File: src/rtl/vol_sched_pkg.sv
// Shared types and defaults for the volatility scheduler slice.
package vol_sched_pkg;

    typedef enum logic [1:0] {IDLE, ISSUE, WAIT} sched_state_t;

    localparam int unsigned DEF_NUM_STOCKS  = 4;
    localparam int unsigned DEF_BUFFER_SIZE = 32;
    localparam int unsigned ADDR_W          = $clog2(DEF_NUM_STOCKS * DEF_BUFFER_SIZE);
    localparam int unsigned ID_W            = $clog2(DEF_NUM_STOCKS);
    localparam logic [63:0] RECIP_Q32       = 64'h1_0000_0000 / 64'(DEF_BUFFER_SIZE);

    // Q32.32 reciprocal of the window length, truncated.
    function automatic logic [63:0] recip_q32(input int unsigned bs);
        return 64'h1_0000_0000 / 64'(bs);
    endfunction

endpackage

File: src/rtl/volatility_scheduler_rr_arbiter.sv
// Round-robin arbiter: grants the first requester at or after the priority pointer.
module rr_arbiter #(
    parameter int unsigned N = 4
) (
    input  logic                 i_clk,
    input  logic                 i_reset_n,
    input  logic [N-1:0]         i_req,
    input  logic                 i_advance,
    output logic [N-1:0]         o_grant_onehot,
    output logic [$clog2(N)-1:0] o_grant_idx
);

    localparam int unsigned IW = $clog2(N);

    logic [IW-1:0] ptr_q;
    logic [IW-1:0] idx;
    logic          found;

    always_comb begin
        o_grant_onehot = '0;
        o_grant_idx    = '0;
        found          = 1'b0;
        idx            = '0;
        for (int unsigned k = 0; k < N; k++) begin
            idx = ptr_q + IW'(k);
            if (!found && i_req[idx]) begin
                found       = 1'b1;
                o_grant_idx = idx;
            end
        end
        if (found) o_grant_onehot[o_grant_idx] = 1'b1;
    end

    always_ff @(posedge i_clk) begin
        if (!i_reset_n) begin
            ptr_q <= '0;
        end else if (i_advance && found) begin
            ptr_q <= o_grant_idx + IW'(1);
        end
    end

endmodule

File: src/rtl/volatility_scheduler.sv
// Arbitrates per-stock price updates onto one shared volatility memory and
// registers the memory's response for the pricing stage.
module volatility_scheduler
    import vol_sched_pkg::*;
#(
    parameter int unsigned FP_WORD_SIZE = 64,
    parameter int unsigned DATA_WIDTH   = 32,
    parameter int unsigned BUFFER_SIZE  = DEF_BUFFER_SIZE,
    parameter int unsigned NUM_STOCKS   = DEF_NUM_STOCKS,
    parameter int unsigned TIMEOUT      = 4
) (
    input  logic                                      i_clk,
    input  logic                                      i_reset_n,
    input  logic [NUM_STOCKS-1:0]                     i_req,
    input  logic [NUM_STOCKS*DATA_WIDTH-1:0]          i_best_ask,
    input  logic [NUM_STOCKS*DATA_WIDTH-1:0]          i_best_bid,
    output logic [NUM_STOCKS-1:0]                     o_ready,
    output logic [$clog2(NUM_STOCKS*BUFFER_SIZE)-1:0] o_mem_write_address,
    output logic [DATA_WIDTH-1:0]                     o_mem_best_ask,
    output logic [DATA_WIDTH-1:0]                     o_mem_best_bid,
    output logic [$clog2(NUM_STOCKS)-1:0]             o_mem_stock_id,
    output logic                                      o_mem_valid,
    output logic [DATA_WIDTH-1:0]                     o_mem_buffer_size,
    output logic [FP_WORD_SIZE-1:0]                   o_mem_buffer_size_reciprocal,
    input  logic [FP_WORD_SIZE-1:0]                   i_mem_volatility,
    input  logic [DATA_WIDTH-1:0]                     i_mem_curr_price,
    input  logic                                      i_mem_buffer_full,
    input  logic                                      i_mem_data_valid,
    output logic [FP_WORD_SIZE-1:0]                   o_volatility,
    output logic [DATA_WIDTH-1:0]                     o_price,
    output logic [$clog2(NUM_STOCKS)-1:0]             o_stock_id,
    output logic                                      o_buffer_full,
    output logic                                      o_valid,
    output logic                                      o_error
);

    localparam int unsigned S_W = $clog2(NUM_STOCKS);
    localparam int unsigned P_W = $clog2(BUFFER_SIZE);
    localparam int unsigned C_W = $clog2(TIMEOUT + 1);

    sched_state_t state_q, state_d;

    logic [P_W-1:0]        wr_ptr [NUM_STOCKS];
    logic [S_W-1:0]        stock_q;
    logic [DATA_WIDTH-1:0] ask_q, bid_q;
    logic [C_W-1:0]        cnt_q;
    logic [NUM_STOCKS-1:0] grant_onehot;
    logic [S_W-1:0]        grant_idx;
    logic                  take;

    // The pointer advances at the grant edge rather than in ISSUE; it is only
    // consulted in IDLE, so the next arbitration sees the same priority.
    rr_arbiter #(.N(NUM_STOCKS)) u_arb (
        .i_clk          (i_clk),
        .i_reset_n      (i_reset_n),
        .i_req          (i_req),
        .i_advance      (take),
        .o_grant_onehot (grant_onehot),
        .o_grant_idx    (grant_idx)
    );

    assign o_mem_buffer_size            = DATA_WIDTH'(BUFFER_SIZE);
    assign o_mem_buffer_size_reciprocal = FP_WORD_SIZE'(recip_q32(BUFFER_SIZE));
    // Power-of-2 window makes stock_id*BUFFER_SIZE + ptr a plain concatenation.
    assign o_mem_write_address          = {stock_q, wr_ptr[stock_q]};
    assign o_mem_stock_id               = stock_q;
    assign o_mem_best_ask               = ask_q;
    assign o_mem_best_bid               = bid_q;

    always_comb begin
        state_d     = state_q;
        o_ready     = '0;
        o_mem_valid = 1'b0;
        take        = 1'b0;
        case (state_q)
            IDLE: begin
                o_ready = grant_onehot;
                if (|i_req) begin
                    take    = 1'b1;
                    state_d = ISSUE;
                end
            end
            ISSUE: begin
                o_mem_valid = 1'b1;
                state_d     = WAIT;
            end
            WAIT: begin
                if (i_mem_data_valid || cnt_q == C_W'(TIMEOUT - 1)) state_d = IDLE;
            end
            default: state_d = IDLE;
        endcase
    end

    always_ff @(posedge i_clk) begin
        if (!i_reset_n) begin
            state_q       <= IDLE;
            for (int unsigned s = 0; s < NUM_STOCKS; s++) wr_ptr[s] <= '0;
            stock_q       <= '0;
            ask_q         <= '0;
            bid_q         <= '0;
            cnt_q         <= '0;
            o_volatility  <= '0;
            o_price       <= '0;
            o_stock_id    <= '0;
            o_buffer_full <= 1'b0;
            o_valid       <= 1'b0;
            o_error       <= 1'b0;
        end else begin
            state_q <= state_d;
            o_valid <= 1'b0;
            case (state_q)
                IDLE: begin
                    if (take) begin
                        stock_q <= grant_idx;
                        ask_q   <= i_best_ask[grant_idx*DATA_WIDTH +: DATA_WIDTH];
                        bid_q   <= i_best_bid[grant_idx*DATA_WIDTH +: DATA_WIDTH];
                    end
                end
                ISSUE: begin
                    wr_ptr[stock_q] <= wr_ptr[stock_q] + P_W'(1);
                    cnt_q           <= '0;
                end
                WAIT: begin
                    if (i_mem_data_valid) begin
                        o_volatility  <= i_mem_volatility;
                        o_price       <= i_mem_curr_price;
                        o_buffer_full <= i_mem_buffer_full;
                        o_stock_id    <= stock_q;
                        o_valid       <= 1'b1;
                    end else begin
                        cnt_q <= cnt_q + C_W'(1);
                        if (cnt_q == C_W'(TIMEOUT - 1)) o_error <= 1'b1;
                    end
                end
                default: ;
            endcase
        end
    end

endmodule

File: config.mk
export PLATFORM = sky130hd
export DESIGN_NAME = volatility_scheduler
export DESIGN_NICKNAME = d
export VERILOG_FILES = /design/src/rtl/vol_sched_pkg.sv /design/src/rtl/volatility_scheduler_rr_arbiter.sv /design/src/rtl/volatility_scheduler.sv
export SDC_FILE = /design/constraint.sdc
export NUM_CORES = 1
export LEC_CHECK = 0
export ABC_CLOCK_PERIOD_IN_PS = 6860
export BUFFER_PORTS_ARGS = -buffer_cell sky130_fd_sc_hd__buf_4
export CAP_MARGIN = 30
export CORE_AREA = 3 3 246 248
export CTS_CLUSTER_SIZE = 28
export DETAILED_ROUTE_END_ITERATION = 8
export DIE_AREA = 0 0 249 251
export PLACE_DENSITY = 0.51
export SYNTH_ARGS = -nofsm -noshare
export SYNTH_HDL_FRONTEND = slang
export SYNTH_HIERARCHICAL = 1
export SYNTH_SLANG_ARGS = --single-unit
File: constraint.sdc
create_clock -name i_clk -period 6.86 [get_ports i_clk]
set_input_delay 2.058 -clock i_clk [delete_from_list [all_inputs] [get_ports i_clk]]
set_output_delay 2.058 -clock i_clk [all_outputs]
set_load 0.05 [all_outputs]
======== Word-level counts from Yosys, hierarchy flattened ========
Memories as Yosys holds them, arrays and structs flattened. A register that Yosys moved wholly into a read port is not among the register bits.
Index checks and enable logic that the tools add are counted.
storage, ports and cells
  register bits after elaboration ......... 174
  bits in writable memories ............... 20
  input port bits ......................... 360
  output and inout port bits .............. 275
  word-level logic and storage cells ...... 90
  memories ................................ 1
operators by class
  add/subtract/negate cells ............... 6
  order comparisons ....................... 6
  eq/ne operators ......................... 6
  shifts and indexed selects .............. 2
  muxes and demuxes ....................... 37
  bitwise operators ....................... 1
  reductions and logical operators ........ 19
memory list
  name    depth  width  read ports  clocked after Yosys merged registers in  write ports  RTL line                    text
  wr_ptr  4      5      1           1                                        4            volatility_scheduler.sv:43  logic [P_W-1:0] wr_ptr [NUM_STOCKS];
operators with widths
  cell                   number
  $shiftx A128 B8 Y32    2
  $mux W2                9
  $mux W1                17
  $lt A2 B3 Y1 const B   5
  $reduce_and A2 Y1      5
  $bmux W1 S2            4
  $mux W4                2
  $ne A2 B2 Y1 const B   3
  $pmux W2 S3            1
  $pmux W3 S2            1
  $add A5 B1 Y5 const B  1
  $logic_and A1 B1 Y1    5
  $mux W5                1
  $reduce_or A5 Y1       1
  $add A2 B1 Y2 const B  2
  $add A2 B2 Y2 const B  2
  $reduce_or A4 Y1       1
  $add A3 B1 Y3 const B  1
  $eq A3 B2 Y1 const B   1
  $logic_not A1 Y1       3
  $mux W3                1
  $reduce_and A3 Y1      1
  $demux W1 S2           1
  $eq A2 B1 Y1 const B   1
  other kinds (6)        6

======== Logic depth before layout (Yosys ltp) ========
  depth in word-level cells ............... 18
  depth in mapped cells ................... 8
  mapped depth without buffers ............ 7

======== Modules after synthesis ========
Netlist, hierarchy kept.
modules (own cells, without submodules)
  module                instances  cells an instance  area an instance (µm²)  sequential area each (µm²)
  volatility_scheduler  1          1043               10023.4                 4083.9
  rr_arbiter            1          30                 256.5                   40.0

======== Worst setup path after synthesis ========
No wires, ideal clock.
  path kind ............................... input-to-output
  start ................................... input i_req[2]
  end ..................................... output o_ready[2]
  arrival time ............................ 3.381 ns
  data required time ...................... 4.802 ns
  path slack .............................. 1.421 ns
  stages .................................. 7
  path buffers ............................ 0
  cell sequence ........................... mux2i_1 > nor2_1 > nor3_1 > inv_1 > ha_1 > and2b_2 > and2_1
on the way
  longest elaborated chain between the ends .. 18
  elaborated cells between the ends (all ways) .. 29
  those cells by class .................... order compare (2); mux (20); reduce/logical (7)
RTL lines
  item                                                                       RTL line                               text
  start, declared                                                            volatility_scheduler.sv:14             input logic [NUM_STOCKS-1:0] i_req,
  $bmux W1 S2                                                                volatility_scheduler_rr_arbiter.sv:26  if (!found && i_req[idx]) begin
  $mux W1 (not written as such)                                              volatility_scheduler_rr_arbiter.sv:26
  $mux W1                                                                    volatility_scheduler_rr_arbiter.sv:26
  $logic_not A1 Y1                                                           volatility_scheduler_rr_arbiter.sv:26
  $logic_and A1 B1 Y1                                                        volatility_scheduler_rr_arbiter.sv:26
  $mux W1                                                                    volatility_scheduler_rr_arbiter.sv:26
  $logic_not A1 Y1                                                           volatility_scheduler_rr_arbiter.sv:26
  $logic_and A1 B1 Y1                                                        volatility_scheduler_rr_arbiter.sv:26
  [... 4 more ...]                                                           n/a
  via grant_idx[0]                                                           volatility_scheduler.sv:48             logic [S_W-1:0] grant_idx;
  $lt A2 B3 Y1 (not written as such) / $ge A2 B1 Y1 (equally long branches)  volatility_scheduler_rr_arbiter.sv:31  if (found) o_grant_onehot[o_grant_idx] = 1'b1;
  $logic_and A1 B1 Y1 (not written as such)                                  volatility_scheduler_rr_arbiter.sv:31
  $mux W1 (not written as such)                                              volatility_scheduler_rr_arbiter.sv:31
  $demux W1 S2 *                                                             n/a
  $mux W4 *                                                                  volatility_scheduler_rr_arbiter.sv:31
  via grant_onehot[2]                                                        volatility_scheduler.sv:47             logic [NUM_STOCKS-1:0] grant_onehot;
  $mux W4 *                                                                  volatility_scheduler.sv:75             case (state_q)
  end, declared                                                              volatility_scheduler.sv:17             output logic [NUM_STOCKS-1:0] o_ready,
The timed path passes the listed nets; every way through them passes the cells marked *. The select of a mux whose other input is x is not followed.

======== Final worst setup path ========
Same ends and word-level chain as after synthesis.

==> flow_summary.ini <==
[die]
fp-row-count = 89
die_w_um = 249
start_util_pct = 17.5
fp.coreArea_sq_um = 58700
io_pins = 635
dieArea_sq_um = 62500
fp.dieH_um = 251

[power]
p_leak_uw = 0.00637
p_int_uw = 2270
p_sw_share_pct = 37.7
p_switching_uw = 1370
combPwrFrac_pct = 35.4
pwr-share-seq_pct = 35.7
ir_drop_mv = 0.181
clkPwrFrac_pct = 28.9
powerDensity_nw_per_um2 = 239

[synthesis]
syn_area_sq_um = 10300
yosysWarnings = 6
yosysTopAreaCellShare_pct = 34.3
synth-seq-cells = 196
synthCells = 1073
synth.area.top_cells = dfxtp_1 (34%), mux4_2 (15%), a21boi_0 (8.6%)
yosysTopAreaCell = dfxtp_1
synth_edf_count = 20
ys_seq_area_share_pct = 40.1
synthMuxAreaShare_pct = 16.1
synthSimpleGateAreaFrac_pct = 15.2
synth_fa_ha_area_share_pct = 0.852
synth.distinct_cells = 43
avgSynthCellArea_sq_um = 9.58
synth_top_family_by_area = compound AO/OA/AOI/OAI gates
yosys.area_share.xor_xnor_pct = 0.0852
async_flop_share_pct = 0
synth_compound_gate_area_share_pct = 16.3
synthFlopType = dfxtp_1

[global_routing]
gr-total-overflow = 0
grt_max_degree = 95
grt_first_pass_wirelength_um = 56800
antenna_found_initial = 0
grt_pass1_vias = 9480
grt_usage_pct = 11.7

[route]
vias = 9435
post_drt_wl_per_cell_um = 16.4
drt_wl_total_um = 38200
drcViolationCount = 0
drt_iter0_markers = 356
postRouteAntennaNets = 0
dr.pass1.iters = 5
vias_per_cell = 4.05

[status]
status = finished, final reports clean

[clock_tree]
post_cts_resized = 0
cts-root-buf = clkbuf_16
clkSinkCount = 196
cts_buffers = 17
cts_tree = done
ctsHoldBuffers = 0
clk_latency_ns = 0.48
clk_pin_slew_worst_paths_ns = 0.08
cts_max_path_buffers = 2
post_cts_buffers = 0
htreeDepth = 4

[placed_design]
gp_congestion = 0.943
placed_area_sq_um = 14600
dp_hpwl_um = 29100
port_buffers = 538

[min_path]
hp-class = reg2reg

[sta]
relSlewSlack_pct = 33.4
max_clock_freq_mhz = 176
fin_hold_ws_ns = 0.468
timing.final.hold_violations = 0
fin_tns_setup_ns = 0
clock_skew_ns = 0.0166
fin_crit_sh_pct = 83.0
tightestPinTransition_ns = 0.999
setup_violations = 0
maxSlewViolCount = 0
period_needed_ns = 5.69
grt_setup_unrepaired = false

[cells_and_area]
drive_gt1_share_pct = 42.6
mostFrequentLayoutCell = buf_4
fin_nets = 1911
final_area_sq_um = 15200
final_cell_mix = buf_4 (548), nand2_1 (212), dfxtp_1 (176), a21boi_0 (118), conb_1 (96)
diodes = 0
area_growth_pct = 48.2

[worst_setup_path]
worstSetupPathType = in2out
cp_cell_sequence = buf_4 -> mux2i_1 -> nor2_1 -> nor3_2 -> inv_1 -> ha_1 -> and2b_2 -> and2_1 -> buf_4
cp-start-kind = input port
cpMostUsedCell = buf_4
worstSetupEndpointType = primary output
crit_path_max_incr_delay_ns = 0.38
crit_fanout = 6
critical_path_required_ns = 4.80
arrival_ns = 3.64
cpMaxStageDelayCell = nor3_2

[run]
maxCapViolCount = 0
[area by class of cell]
type	instances	area, sq um
repair buffers	549	4140
flip-flops and latches	196	4120
fillers	6285	43500
clock inverters	14	158
inverters	5	18.8
multi-input cells	775	5390
well taps	773	967
clock buffers	18	439
[kinds of logic after synthesis]
kind of cell,after synthesis
and+or+nand+nor,345
DFF,196
AOI/OAI and AO/OA,247
adders and majority gates,7
other,2
muxes,79
xor gates and xnor gates,1
buffers and inverters,196
[power by group through the flow]
stage                     logic, uW  registers (uW)  clock network, uW
after detailed placement       1310            1330                  0
after floorplan                 655            1580                  0
after global placement         1300            1330                  0
after CTS                      1310            1300               1120
after global routing           1370            1320               1150
final                          1290            1300               1050
[metal layers]
metal	track usage (%)	vias up	share of wire, %
met1	13.1	4516	39
met2	21.1	376	53
met4	4.02	0	2.1
met3	3.41	43	6.3
met5	0	-	0
li1	-	4500	-
[path summary, 6_finish.rpt]
| path | depth (start not counted) | end | slack (ns) | startpoint |
|---|---|---|---|---|
| worst max-delay path | 9 | o_ready[2] | 1.17 | i_req[2] |
| worst min-delay path | 2 | o_volatility[34]$_SDFFE_PN0P_ | 0.47 | o_volatility[34]$_SDFFE_PN0P_ |
| worst max register to register | 8 | o_mem_best_ask[22]$_SDFFE_PN0P_ | 3.56 | u_arb/ptr_q[1]$_SDFFE_PN0P_ |
| worst min register to register | 2 | o_volatility[34]$_SDFFE_PN0P_ | 0.47 | o_volatility[34]$_SDFFE_PN0P_ |
[flip-flops by register name (all words and copies together) (netlist names), 2 cells and up, named ones only]
register,count
o_volatility,64
o_mem_best_ask,32
o_mem_best_bid,32
o_price,32
wr_ptr,20
cnt_q,3
o_mem_stock_id,2
o_stock_id,2
state_q,2
u_arb/ptr_q,2
[synthesized netlist by cell type, drive strengths merged, types with 2 or more instances]
library cell  number
nor3               4
dfxtp            176
and2               5
and2b              4
mux2i             10
nand2            212
nor2              14
nand2b             4
o21bai             2
nand3b             8
o21ai             67
a21oi              4
clkbuf            55
edfxtp            20
and3               3
nor2b              6
buf              136
inv                5
mux4              69
a21boi           168
ha                 7
o21a               4
conb               2
nand3             73
nor4               2
nor3b              2
and3b              3
[stage by stage]
stage	instances	setup slack, ns	utilization [%]	power (uW)
floorplan	1167	1.42	-	2230
global placement	2297	1.28	24.9	2620
detailed placement	2298	1.16	24.9	2640
CTS	2330	1.16	26.0	3740
global route	2330	1.06	26.0	3840
finish	2330	1.17	26.0	3650
[critical path: cells and delay by family]
kind          cells  cell delay (ns)
simple gates      4             0.76
buf+inv           3             0.46
fa+ha+maj         1             0.21
mux               1             0.15
Power figures use the tool's default switching activity.
